===== src/rtl/log_pkg.sv =====
// rtl/log_pkg.sv - shared sizing constants and FSM state type for the log spawner
package log_pkg;

  localparam int         NUM_OF_LOGS = 30;
  localparam int         NUM_LANES   = 5;
  localparam logic [8:0] LANE_Y0     = 9'd64;
  localparam logic [8:0] LANE_PITCH  = 9'd32;

  typedef enum logic [1:0] {
    IDLE      = 2'd0,
    WAIT_TICK = 2'd1,
    SEARCH    = 2'd2,
    SPAWN     = 2'd3
  } state_e;

endpackage


===== src/rtl/log_slot_finder.sv =====
// rtl/log_slot_finder.sv - per-lane round-robin pointers and free-slot test
module log_slot_finder #(
  parameter int NUM_OF_LOGS = log_pkg::NUM_OF_LOGS,
  parameter int NUM_LANES   = log_pkg::NUM_LANES,
  parameter int LANE_W      = (NUM_LANES > 1) ? $clog2(NUM_LANES) : 1,
  parameter int STEP_W      = ((NUM_OF_LOGS / NUM_LANES) > 1) ? $clog2(NUM_OF_LOGS / NUM_LANES) : 1,
  parameter int SLOT_W      = (NUM_OF_LOGS > 1) ? $clog2(NUM_OF_LOGS) : 1
) (
  input  logic                   clk_i,
  input  logic                   rst_i,
  input  logic [LANE_W-1:0]      lane_i,
  input  logic [STEP_W-1:0]      step_i,
  input  logic                   advance_i,
  input  logic [NUM_OF_LOGS-1:0] enable_i,
  output logic [SLOT_W-1:0]      slot_o,
  output logic                   free_o
);

  localparam int PER_LANE = NUM_OF_LOGS / NUM_LANES;

  logic [STEP_W-1:0] ptr_q [NUM_LANES];
  logic [STEP_W-1:0] ptr_d;
  int                lane_off;

  // Candidate slot = lane base + (pointer + step) wrapped inside the lane; free when not enabled.
  always_comb begin
    lane_off = int'(ptr_q[lane_i]) + int'(step_i);
    if (lane_off >= PER_LANE) lane_off = lane_off - PER_LANE;
    slot_o = SLOT_W'(int'(lane_i) * PER_LANE + lane_off);
    free_o = ~enable_i[slot_o];
    ptr_d  = (lane_off + 1 >= PER_LANE) ? '0 : STEP_W'(lane_off + 1);
  end

  // Pointer of the spawning lane moves just past the slot that was filled.
  always_ff @(posedge clk_i or posedge rst_i) begin
    if (rst_i) begin
      for (int i = 0; i < NUM_LANES; i++) ptr_q[i] <= '0;
    end else if (advance_i) begin
      ptr_q[lane_i] <= ptr_d;
    end
  end

endmodule


===== src/rtl/log_spawn_scheduler.sv =====
// rtl/log_spawn_scheduler.sv - tick-paced log spawner with per-lane round-robin slot search
module log_spawn_scheduler #(
  parameter int         NUM_OF_LOGS = log_pkg::NUM_OF_LOGS,
  parameter int         NUM_LANES   = log_pkg::NUM_LANES,
  parameter int         SPAWN_TICKS = 2,
  parameter logic [8:0] LANE_Y0     = log_pkg::LANE_Y0,
  parameter logic [8:0] LANE_PITCH  = log_pkg::LANE_PITCH
) (
  input  logic                     CLK,
  input  logic                     RESET,
  input  logic                     game_active,
  input  logic                     timer_done,
  input  logic [3:0]               random_0_15,
  input  logic [NUM_OF_LOGS-1:0]   log_offscreen,
  output logic [NUM_OF_LOGS-1:0]   enable,
  output logic [9*NUM_OF_LOGS-1:0] start_offsetY,
  output logic [9*NUM_OF_LOGS-1:0] start_offsetX,
  output logic                     spawn_pulse,
  output logic                     lane_full
);

  import log_pkg::*;

  localparam int         PER_LANE = NUM_OF_LOGS / NUM_LANES;
  localparam int         LANE_W   = (NUM_LANES > 1) ? $clog2(NUM_LANES) : 1;
  localparam int         STEP_W   = (PER_LANE > 1) ? $clog2(PER_LANE) : 1;
  localparam int         SLOT_W   = (NUM_OF_LOGS > 1) ? $clog2(NUM_OF_LOGS) : 1;
  localparam logic [3:0] TICKS    = 4'(SPAWN_TICKS);

  logic [1:0]               rst_sync_q;
  logic                     rst;
  state_e                   state_q, state_d;
  logic [3:0]               tick_q, tick_d;
  logic [LANE_W-1:0]        lane_q, lane_d;
  logic [3:0]               seed_q, seed_d;
  logic [STEP_W-1:0]        step_q, step_d;
  logic [NUM_OF_LOGS-1:0]   enable_q, enable_d;
  logic [9*NUM_OF_LOGS-1:0] offy_q, offy_d, offx_q, offx_d;
  logic                     spawn_q, spawn_d, full_q, full_d;
  logic                     advance;
  logic [SLOT_W-1:0]        find_slot;
  logic                     find_free;

  // Reset asserts immediately but releases only after two clean clock edges.
  always_ff @(posedge CLK or posedge RESET) begin
    if (RESET) rst_sync_q <= 2'b11;
    else       rst_sync_q <= {rst_sync_q[0], 1'b0};
  end
  assign rst = rst_sync_q[1];

  log_slot_finder #(
    .NUM_OF_LOGS (NUM_OF_LOGS),
    .NUM_LANES   (NUM_LANES),
    .LANE_W      (LANE_W),
    .STEP_W      (STEP_W),
    .SLOT_W      (SLOT_W)
  ) u_finder (
    .clk_i     (CLK),
    .rst_i     (rst),
    .lane_i    (lane_q),
    .step_i    (step_q),
    .advance_i (advance),
    .enable_i  (enable_q),
    .slot_o    (find_slot),
    .free_o    (find_free)
  );

  // Next-state logic; offscreen clears apply in every state, game_active low overrides all.
  always_comb begin
    state_d  = state_q;
    tick_d   = tick_q;
    lane_d   = lane_q;
    seed_d   = seed_q;
    step_d   = step_q;
    enable_d = enable_q & ~log_offscreen;
    offy_d   = offy_q;
    offx_d   = offx_q;
    spawn_d  = 1'b0;
    full_d   = 1'b0;
    advance  = 1'b0;
    if (!game_active) begin
      enable_d = '0;
      state_d  = IDLE;
    end else begin
      case (state_q)
        IDLE: begin
          tick_d  = '0;
          state_d = WAIT_TICK;
        end
        WAIT_TICK: begin
          if (timer_done) begin
            if (tick_q + 4'd1 == TICKS) begin
              tick_d  = '0;
              lane_d  = LANE_W'(random_0_15 % NUM_LANES);
              seed_d  = random_0_15;
              step_d  = '0;
              state_d = SEARCH;
            end else begin
              tick_d = tick_q + 4'd1;
            end
          end
        end
        SEARCH: begin
          if (find_free) begin
            state_d = SPAWN;
          end else if (step_q == STEP_W'(PER_LANE - 1)) begin
            full_d  = 1'b1;
            state_d = WAIT_TICK;
          end else begin
            step_d = step_q + 1'b1;
          end
        end
        SPAWN: begin
          enable_d[find_slot]              = 1'b1;
          offy_d[int'(find_slot)*9 +: 9]   = LANE_Y0 + 9'(lane_q) * LANE_PITCH;
          offx_d[int'(find_slot)*9 +: 9]   = lane_q[0] ? (9'd480 - {2'b00, seed_q, 3'b000}) : 9'd0;
          spawn_d                          = 1'b1;
          advance                          = 1'b1;
          state_d                          = WAIT_TICK;
        end
        default: state_d = IDLE;
      endcase
    end
  end

  // State and registered outputs.
  always_ff @(posedge CLK or posedge rst) begin
    if (rst) begin
      state_q  <= IDLE;
      tick_q   <= '0;
      lane_q   <= '0;
      seed_q   <= '0;
      step_q   <= '0;
      enable_q <= '0;
      offy_q   <= '0;
      offx_q   <= '0;
      spawn_q  <= 1'b0;
      full_q   <= 1'b0;
    end else begin
      state_q  <= state_d;
      tick_q   <= tick_d;
      lane_q   <= lane_d;
      seed_q   <= seed_d;
      step_q   <= step_d;
      enable_q <= enable_d;
      offy_q   <= offy_d;
      offx_q   <= offx_d;
      spawn_q  <= spawn_d;
      full_q   <= full_d;
    end
  end

  assign enable        = enable_q;
  assign start_offsetY = offy_q;
  assign start_offsetX = offx_q;
  assign spawn_pulse   = spawn_q;
  assign lane_full     = full_q;

endmodule

===== config.mk =====
export PLATFORM = sky130hd
export DESIGN_NAME = log_spawn_scheduler
export DESIGN_NICKNAME = d
export VERILOG_FILES = /design/src/rtl/log_pkg.sv /design/src/rtl/log_slot_finder.sv /design/src/rtl/log_spawn_scheduler.sv
export SDC_FILE = /design/constraint.sdc
export NUM_CORES = 1
export LEC_CHECK = 0
export CORE_AREA = 2 2 241 243
export DETAILED_ROUTE_END_ITERATION = 16
export DIE_AREA = 0 0 243 245
export DONT_BUFFER_PORTS = 1
export GPL_ROUTABILITY_DRIVEN = 0
export PLACE_DENSITY = 0.39
export SKIP_CTS_REPAIR_TIMING = 1
export SYNTH_ARGS = -nofsm -noshare
export SYNTH_HDL_FRONTEND = slang
export SYNTH_SLANG_ARGS = --single-unit
export TNS_END_PERCENT = 5

===== constraint.sdc =====
create_clock -name CLK -period 13.18 [get_ports CLK]
set_clock_uncertainty 0.1 [all_clocks]
set_input_delay 2.636 -clock CLK [delete_from_list [all_inputs] [get_ports CLK]]
set_output_delay 2.636 -clock CLK [all_outputs]
set_load 0.05 [all_outputs]

==> results of run 1 <==
-- cell families after synthesis --
kind of cell	Yosys count	synth area share, %
buffers and inverters	379	14.84
DFF	335	50.93
and+or+nand+nor	321	9.536
AOI/OAI and AO/OA	195	6.945
muxes	193	13.75
adders and majority gates	36	2.872
xor gates and xnor gates	16	1.102
other	1	0.02277
-- routing by layer --
metal	GRT usage, %	routed length [um]	share of wire (%)	vias up
met5	0	0	0	-
met4	4.403	1098	2.1	0
met3	6.035	4283	8.3	66
met2	28.62	25390	49	372
met1	20.70	21090	41	5001
li1	-	-	-	4414
-- power by group through the flow --
stage	Sequential [mW]	Combinational (mW)	Clock, mW
global placement	1.72	1.38	0
detailed placement	1.72	1.40	0
floorplan	1.61	1.05	0
CTS	1.70	1.40	1.20
global route	1.72	1.49	1.24
finish	1.69	1.37	1.16
-- registers in the layout (all words and copies together), names as in the netlist --
register	flops
rst_sync_q	2
seed_q	4
start_offsetY	120
step_q	3
lane_full	1
start_offsetX	150
state_q	2
u_finder.ptr_q	15
enable	30
lane_q	3
tick_q	4
spawn_pulse	1
-- synth_stat cells, types with 9 or more instances --
| cell | n |
|---|---|
| sky130_fd_sc_hd__inv_1 | 53 |
| sky130_fd_sc_hd__mux4_2 | 9 |
| sky130_fd_sc_hd__clkbuf_1 | 42 |
| sky130_fd_sc_hd__dfrtp_1 | 333 |
| sky130_fd_sc_hd__nand4_1 | 9 |
| sky130_fd_sc_hd__buf_4 | 270 |
| sky130_fd_sc_hd__and2_1 | 39 |
| sky130_fd_sc_hd__o22ai_1 | 22 |
| sky130_fd_sc_hd__o31ai_1 | 13 |
| sky130_fd_sc_hd__nor2_1 | 36 |
| sky130_fd_sc_hd__o21ai_0 | 116 |
| sky130_fd_sc_hd__nand3_1 | 25 |
| sky130_fd_sc_hd__ha_1 | 33 |
| sky130_fd_sc_hd__nand2_1 | 163 |
| sky130_fd_sc_hd__mux2_2 | 176 |
| sky130_fd_sc_hd__nor2b_1 | 10 |
-- final cells by class --
type	count	area [um2]
fill	5896	39450
clock inverter	14	215.2
multi-input combinational	1002	6544
timing repair buffer	14	105.1
inverter	54	210.2
tap	765	957.2
sequential	335	8387
clock buffer	57	1167
-- worst max path at each step --
stage,from,end,slack (ns),cells after the start
floorplan,rst_sync_q[1],enable[0],3.55,1
global placement,lane_q[0],start_offsetY[176],5.96,16
detailed placement,lane_q[0],start_offsetX[250],5.88,16
CTS,lane_q[0],start_offsetX[250],5.81,16
global route,lane_q[0],start_offsetX[248],5.40,16
finish,lane_q[0],start_offsetX[147],6.00,17
-- stage by stage --
step                      total power [mW]  hold WS (ns)
final                                4.220        0.2569
after detailed placement             3.119        0.2501
after global routing                 4.445        0.2638
after CTS                            4.307        0.2584
after global placement               3.108        0.2484
after floorplan                      2.657        0.2452
-- worst register-to-register path, cell delays in order (launching register included) --
cell,delay (ns)
sky130_fd_sc_hd__dfrtp_2,0.43
sky130_fd_sc_hd__buf_4,0.44
sky130_fd_sc_hd__mux4_2,0.59
sky130_fd_sc_hd__nand2_1,0.10
sky130_fd_sc_hd__nand2_1,0.06
sky130_fd_sc_hd__ha_1,0.21
sky130_fd_sc_hd__fa_1,0.38
sky130_fd_sc_hd__xor2_1,0.31
sky130_fd_sc_hd__ha_1,0.31
sky130_fd_sc_hd__o22ai_1,0.22
sky130_fd_sc_hd__inv_1,0.13
sky130_fd_sc_hd__fa_1,1.25
sky130_fd_sc_hd__nor3_1,0.23
sky130_fd_sc_hd__xnor2_2,0.18
sky130_fd_sc_hd__buf_4,0.27
sky130_fd_sc_hd__and2_1,0.53
sky130_fd_sc_hd__nand4_1,0.78
sky130_fd_sc_hd__o41ai_1,0.55
==> results.py, run 1 <==
metrics = {
    "outcome": {
        "result_of_the_run": "completed",
    },
    "routing": {
        "drt_pre_antenna_iters": 4,
        "routed-via-count": 9853,
        "routed_wirelength_mm": 51.87,
        "drt-vias-per-instance": 4.397,
        "final_antenna_net_count": 0,
        "drc": 0,
        "average_wire_per_standard_cell_um": 23.14,
        "initial_drc_count": 406,
    },
    "sta": {
        "fmax_mhz": 139.4,
        "post_route_minimum_period_ns": 7.176,
        "finalCritPeriodShare_pct": 54.45,
        "finalMaxSlewViolations": 0,
        "timing_hold_violations_final": 0,
        "rsz_0062_raised_after_global_routing": "false",
        "tightest_slew_ns": 1.082,
        "layout_setup_ws_ns": 6.004,
        "finalSetupTns_ns": 0,
        "timing.slew.headroom_pct": 27.75,
        "setup_viol_count_final": 0,
    },
    "clocking": {
        "cts_made_buffers": 42,
        "htree_num_levels": 2,
        "tritoncts_clock_tree": "done",
        "num_clock_sinks": 335,
        "clk_root_buffer_cell": "sky130_fd_sc_hd__clkbuf_16",
        "clkTransAtPathRegs_ns": 0.06,
        "clkLatencyLatePin_ns": 0.58,
        "clock_tree.buffer_depth": 3,
    },
    "cells_and_area": {
        "layout-area-overhead-vs-synth_pct": 6.801,
        "stdcell_area_um2": 17590,
        "final_net_count": 1523,
        "most-common-layout-cells": "sky130_fd_sc_hd__dfrtp_1, sky130_fd_sc_hd__conb_1, sky130_fd_sc_hd__mux2_2, sky130_fd_sc_hd__nand2_1, sky130_fd_sc_hd__o21ai_0",
        "antennaDiodeCount": 0,
        "final_layout_size_suffix_gt1_share_pct": 19.72,
        "final_core_util_pct": 30.83,
        "post_layout_nonfiller_instances": 2241,
        "layout.cells.most_common": "sky130_fd_sc_hd__dfrtp_1",
    },
    "logic_synthesis": {
        "ys_ff_latch": 335,
        "synth_top_cell_by_area": "sky130_fd_sc_hd__dfrtp_1",
        "synth_warnings": 0,
        "yosysTopAreaCellShare_pct": 50.61,
        "synthArstFlopShare_pct": 100.0,
        "synth.area.top_cells": "sky130_fd_sc_hd__dfrtp_1, sky130_fd_sc_hd__buf_4, sky130_fd_sc_hd__mux2_2",
        "syn_avg_cell_area_um2": 11.16,
        "synth-edff-count": 0,
        "synthDistinctLibCells": 58,
        "post_syn_instances": 1476,
        "synthFlopType": "sky130_fd_sc_hd__dfrtp_1",
        "synth_seq_area_share_pct": 50.93,
        "synthesis.area_um2": 16470,
    },
    "setup_path": {
        "setup.worst_path.class": "reg -> reg",
        "worst_path_max_delay_cell": "sky130_fd_sc_hd__fa_1",
        "r2r_start": "lane_q[0]",
        "crit_arrival_ns": 7.52,
        "crit_path_max_fanout": 37,
        "worstSetupStartpointType": "flop",
        "crit_path_max_incr_delay_ns": 1.25,
        "crit_chain": "buf_4 -> mux4_2 -> nand2_1 -> nand2_1 -> ha_1 -> fa_1 -> xor2_1 -> ha_1 -> o22ai_1 -> inv_1 -> fa_1 -> nor3_1 -> xnor2_2 -> buf_4 -> and2_1 -> nand4_1 -> o41ai_1",
        "cp-end-kind": "flop",
        "reg2reg_depth": 17,
        "r2r_slack_ns": 6.00,
        "critical_path_required_ns": 13.52,
        "worst-path-buf-inv": 3,
        "worstReg2RegEnd": "start_offsetX[147]",
        "path_delay_family": "adder cells",
    },
    "grt": {
        "grt_start_max_net_pins": 101,
        "via_count_of_the_first_global_routing_pass": 9779,
        "first_pass_grt_wire_length_mm": 73.90,
        "grt_use_total_pct": 17.01,
        "antenna_violations_before_repair": 1,
        "grt.overflow.total": 0,
    },
    "power_and_ir_drop": {
        "vdd.ir_drop.worst_v": 0.0001292,
        "swShare_pct": 49.14,
        "share_comb_of_total_power_pct": 32.4,
        "power.static_leakage_nw": 8.470,
        "power.switching_mw": 2.074,
        "clockPowerShare_pct": 27.5,
        "cellInternalPower_mw": 2.146,
        "power_frac_seq_pct": 40.2,
        "power-per-cell-area_nw_per_um2": 240.0,
    },
    "min_path": {
        "hold_start": "rst_sync_q[0]",
        "min_path_type": "reg -> reg",
        "min_to": "rst_sync_q[1]",
        "hold_depth": 0,
    },
    "floorplanning": {
        "die_height_um": 245,
        "die_width_um": 243,
        "ioPinCount": 610,
        "design.die.area_um2": 59540,
        "rows": 88,
        "core_um2": 57030,
        "initial_utilization_pct": 28.87,
    },
    "place": {
        "preCtsSetupSlack_ns": 5.883,
        "numPlacedInstances": 2170,
        "placed_cell_area_um2": 16200,
        "dpl.hpwl_mm": 36.89,
        "place.port_buffers": 0,
    },
    "job": {
        "drv.max_cap_violation_count": 0,
    },
}
Note: power is estimated with default switching activity, not from simulation.
==> run 2: changes to the inputs <==
Settings changed: ABC_AREA set to 1, CORE_AREA 2 2 241 243 to 2 2 235 237, DIE_AREA 0 0 243 245 to 0 0 237 239, PLACE_DENSITY 0.39 to 0.42.
Clock period 13.18 ns to 7.4 ns, I/O delays scaled along.
==> run 2 against run 1 <==
Non-clock buffer count is 3 lower. Cell area grew 0.53%. Critical path depth rose by 4. Synthesized cell count increased by 30%. Global-route usage up 0.83 points. Via count grew 17%. Critical endpoint is now start_offsetX[157].
==> results.py, run 2 <==
metrics = {
    "grt": {
        "first_pass_grt_wire_length_mm": 75.43,
        "antenna_violations_before_repair": 1,
        "grt_use_total_pct": 17.84,
        "via_count_of_the_first_global_routing_pass": 10990,
        "grt.overflow.total": 0,
        "grt_start_max_net_pins": 160,
    },
    "setup_path": {
        "setup.worst_path.class": "reg -> reg",
        "crit_path_max_fanout": 18,
        "worstReg2RegEnd": "start_offsetX[157]",
        "r2r_start": "lane_q[1]",
        "cp-end-kind": "flop",
        "r2r_slack_ns": 1.08,
        "crit_arrival_ns": 6.63,
        "reg2reg_depth": 21,
        "critical_path_required_ns": 7.70,
        "worstSetupStartpointType": "flop",
    },
    "sta": {
        "timing.slew.headroom_pct": 27.78,
        "hold_ws_ns": 0.2598,
        "finalMaxSlewViolations": 0,
        "finalCritPeriodShare_pct": 85.45,
        "post_route_minimum_period_ns": 6.323,
        "rsz_0062_raised_after_global_routing": "false",
        "layout_setup_ws_ns": 1.077,
        "timing_hold_violations_final": 0,
        "tightest_slew_ns": 1.081,
        "setup_viol_count_final": 0,
        "finalSetupTns_ns": 0,
        "fmax_mhz": 158.2,
    },
    "logic_synthesis": {
        "synth-edff-count": 0,
        "synth_warnings": 0,
        "list_of_most_frequent_post_synthesis_cells": "sky130_fd_sc_hd__nand2_1, sky130_fd_sc_hd__dfrtp_1, sky130_fd_sc_hd__buf_4",
        "syn_avg_cell_area_um2": 8.718,
        "synthDistinctLibCells": 48,
        "post_syn_instances": 1919,
        "synth_top_cell_by_area": "sky130_fd_sc_hd__dfrtp_1",
        "ys_ff_latch": 335,
        "yosysTopAreaCellShare_pct": 49.81,
        "synthFlopType": "sky130_fd_sc_hd__dfrtp_1",
        "synth.area.top_cells": "sky130_fd_sc_hd__dfrtp_1, sky130_fd_sc_hd__buf_4, sky130_fd_sc_hd__nand2_1",
        "synth_seq_area_share_pct": 50.12,
        "synthesis.area_um2": 16730,
        "post-synth-top-count-cell": "sky130_fd_sc_hd__nand2_1",
        "synthArstFlopShare_pct": 100.0,
    },
    "cells_and_area": {
        "most-common-layout-cells": "sky130_fd_sc_hd__nand2_1, sky130_fd_sc_hd__dfrtp_1, sky130_fd_sc_hd__conb_1, sky130_fd_sc_hd__o21ai_0, sky130_fd_sc_hd__inv_1",
        "final_layout_size_suffix_gt1_share_pct": 8.097,
        "final_net_count": 1949,
        "max_ffs_per_register": 150,
        "antennaDiodeCount": 0,
        "layout-area-overhead-vs-synth_pct": 5.669,
        "layout.cells.most_common": "sky130_fd_sc_hd__nand2_1",
        "final_core_util_pct": 32.53,
    },
    "floorplanning": {
        "design.die.area_um2": 56640,
        "initial_utilization_pct": 30.79,
        "core_um2": 54340,
        "die_height_um": 239,
        "die_width_um": 237,
        "ioPinCount": 610,
        "rows": 86,
    },
    "clocking": {
        "htree_num_levels": 2,
        "cts_made_buffers": 41,
        "clkTransAtPathRegs_ns": 0.06,
        "num_clock_sinks": 335,
        "clk_root_buffer_cell": "sky130_fd_sc_hd__clkbuf_16",
        "clock_tree.buffer_depth": 3,
        "clkLatencyLatePin_ns": 0.56,
        "tritoncts_clock_tree": "done",
    },
    "routing": {
        "drt-vias-per-instance": 4.419,
        "drt_pre_antenna_iters": 5,
        "routed-via-count": 11520,
        "drc": 0,
        "initial_drc_count": 723,
        "routed_wirelength_mm": 51.99,
        "final_antenna_net_count": 0,
        "average_wire_per_standard_cell_um": 19.95,
    },
    "place": {
        "preCtsSetupSlack_ns": 1.019,
        "place.port_buffers": 0,
        "dpl.hpwl_mm": 37.03,
    },
    "min_path": {
        "hold_depth": 0,
        "min_path_type": "reg -> reg",
        "hold_start": "rst_sync_q[0]",
        "min_to": "rst_sync_q[1]",
    },
    "outcome": {
        "result_of_the_run": "completed",
    },
    "job": {
        "drv.max_cap_violation_count": 0,
    },
}
==> run 2: changes by cell type after synthesis, moves of 32 or more <==
| cell | change |
|---|---|
| sky130_fd_sc_hd__mux2_2 | -168 |
| sky130_fd_sc_hd__a21oi_1 | +36 |
| sky130_fd_sc_hd__o21ai_0 | +96 |
| sky130_fd_sc_hd__o21ai_1 | +32 |
| sky130_fd_sc_hd__inv_1 | +56 |
| sky130_fd_sc_hd__nor2_1 | +51 |
| sky130_fd_sc_hd__nand2_1 | +354 |
| sky130_fd_sc_hd__nand3_1 | +44 |
| sky130_fd_sc_hd__and2_1 | -38 |
==> run 2: through the flow <==
| step | instances | cell area [um2] |
|---|---|---|
| after CTS | 2606 | 17680 |
| after global routing | 2606 | 17680 |
| final | 2606 | 17680 |
| after floorplan | 2159 | 17630 |
| after global placement | 2536 | 16300 |
| after detailed placement | 2536 | 16300 |
==> run 2: how the worst max path moves through the flow <==
stage                         start                  to  slack (ns)  depth (start not counted)
final                     lane_q[1]  start_offsetX[157]        1.08                         21
after global placement    lane_q[1]   start_offsetX[94]        1.19                         22
after global routing      lane_q[1]   start_offsetX[31]        0.50                         23
after CTS                 lane_q[1]   start_offsetX[13]        1.00                         21
after detailed placement  lane_q[1]   start_offsetX[13]        1.02                         21
after floorplan           lane_q[0]   start_offsetX[30]        2.21                         27
==> run 2: metal layers <==
metal	vias to the layer above	wire length (um)	GRT usage, %
met1	5534	21140	21.85
met3	70	4725	6.640
li1	5539	-	-
met2	373	24980	29.56
met4	0	1153	4.699
met5	-	0	0
==> run 2: worst max-delay path, stage by stage (launching register included) <==
cell	delay [ns]
sky130_fd_sc_hd__dfrtp_2	0.61
sky130_fd_sc_hd__clkinv_1	0.38
sky130_fd_sc_hd__a21oi_1	0.23
sky130_fd_sc_hd__a221oi_1	0.11
sky130_fd_sc_hd__a31o_2	0.25
sky130_fd_sc_hd__ha_1	0.32
sky130_fd_sc_hd__inv_1	0.06
sky130_fd_sc_hd__o211ai_1	0.35
sky130_fd_sc_hd__nor2_1	0.13
sky130_fd_sc_hd__inv_1	0.11
sky130_fd_sc_hd__a21oi_1	0.10
sky130_fd_sc_hd__ha_1	0.55
sky130_fd_sc_hd__clkinv_1	0.40
sky130_fd_sc_hd__ha_1	0.37
sky130_fd_sc_hd__xnor2_2	0.40
sky130_fd_sc_hd__inv_2	0.22
sky130_fd_sc_hd__nor2_1	0.18
sky130_fd_sc_hd__inv_1	0.26
sky130_fd_sc_hd__nor2_1	0.34
sky130_fd_sc_hd__nand2_1	0.43
sky130_fd_sc_hd__nand2_1	0.16
sky130_fd_sc_hd__o21ai_0	0.09
==> run 2: cell type report <==
cell class	count	area (um2)
inverter	126	478.0
clock inverter	9	156.4
multi-input combinational	1360	6446
clock buffer	61	1222
tap	704	880.8
sequential	335	8387
timing repair buffer	11	107.6
fill	5746	36660
==> run 2: cells by family (layout without fill, tap and decap cells) <==
logic type	after synthesis	in the layout	share of synthesized area, %
XOR/XNOR	13	13	0.9948
AO/OA/AOI/OAI	322	322	10.15
other	1	241	0.02242
flip-flops	335	335	50.12
AND/OR/NAND/NOR	740	740	18.61
adder cells (fa/ha/maj)	36	36	2.827
buffers and inverters	464	207	16.73
multiplexers	8	8	0.5385
Power of run 2 is not shown: default switching activity piles up to over one toggle a cycle in this logic, so the estimate is an artifact.
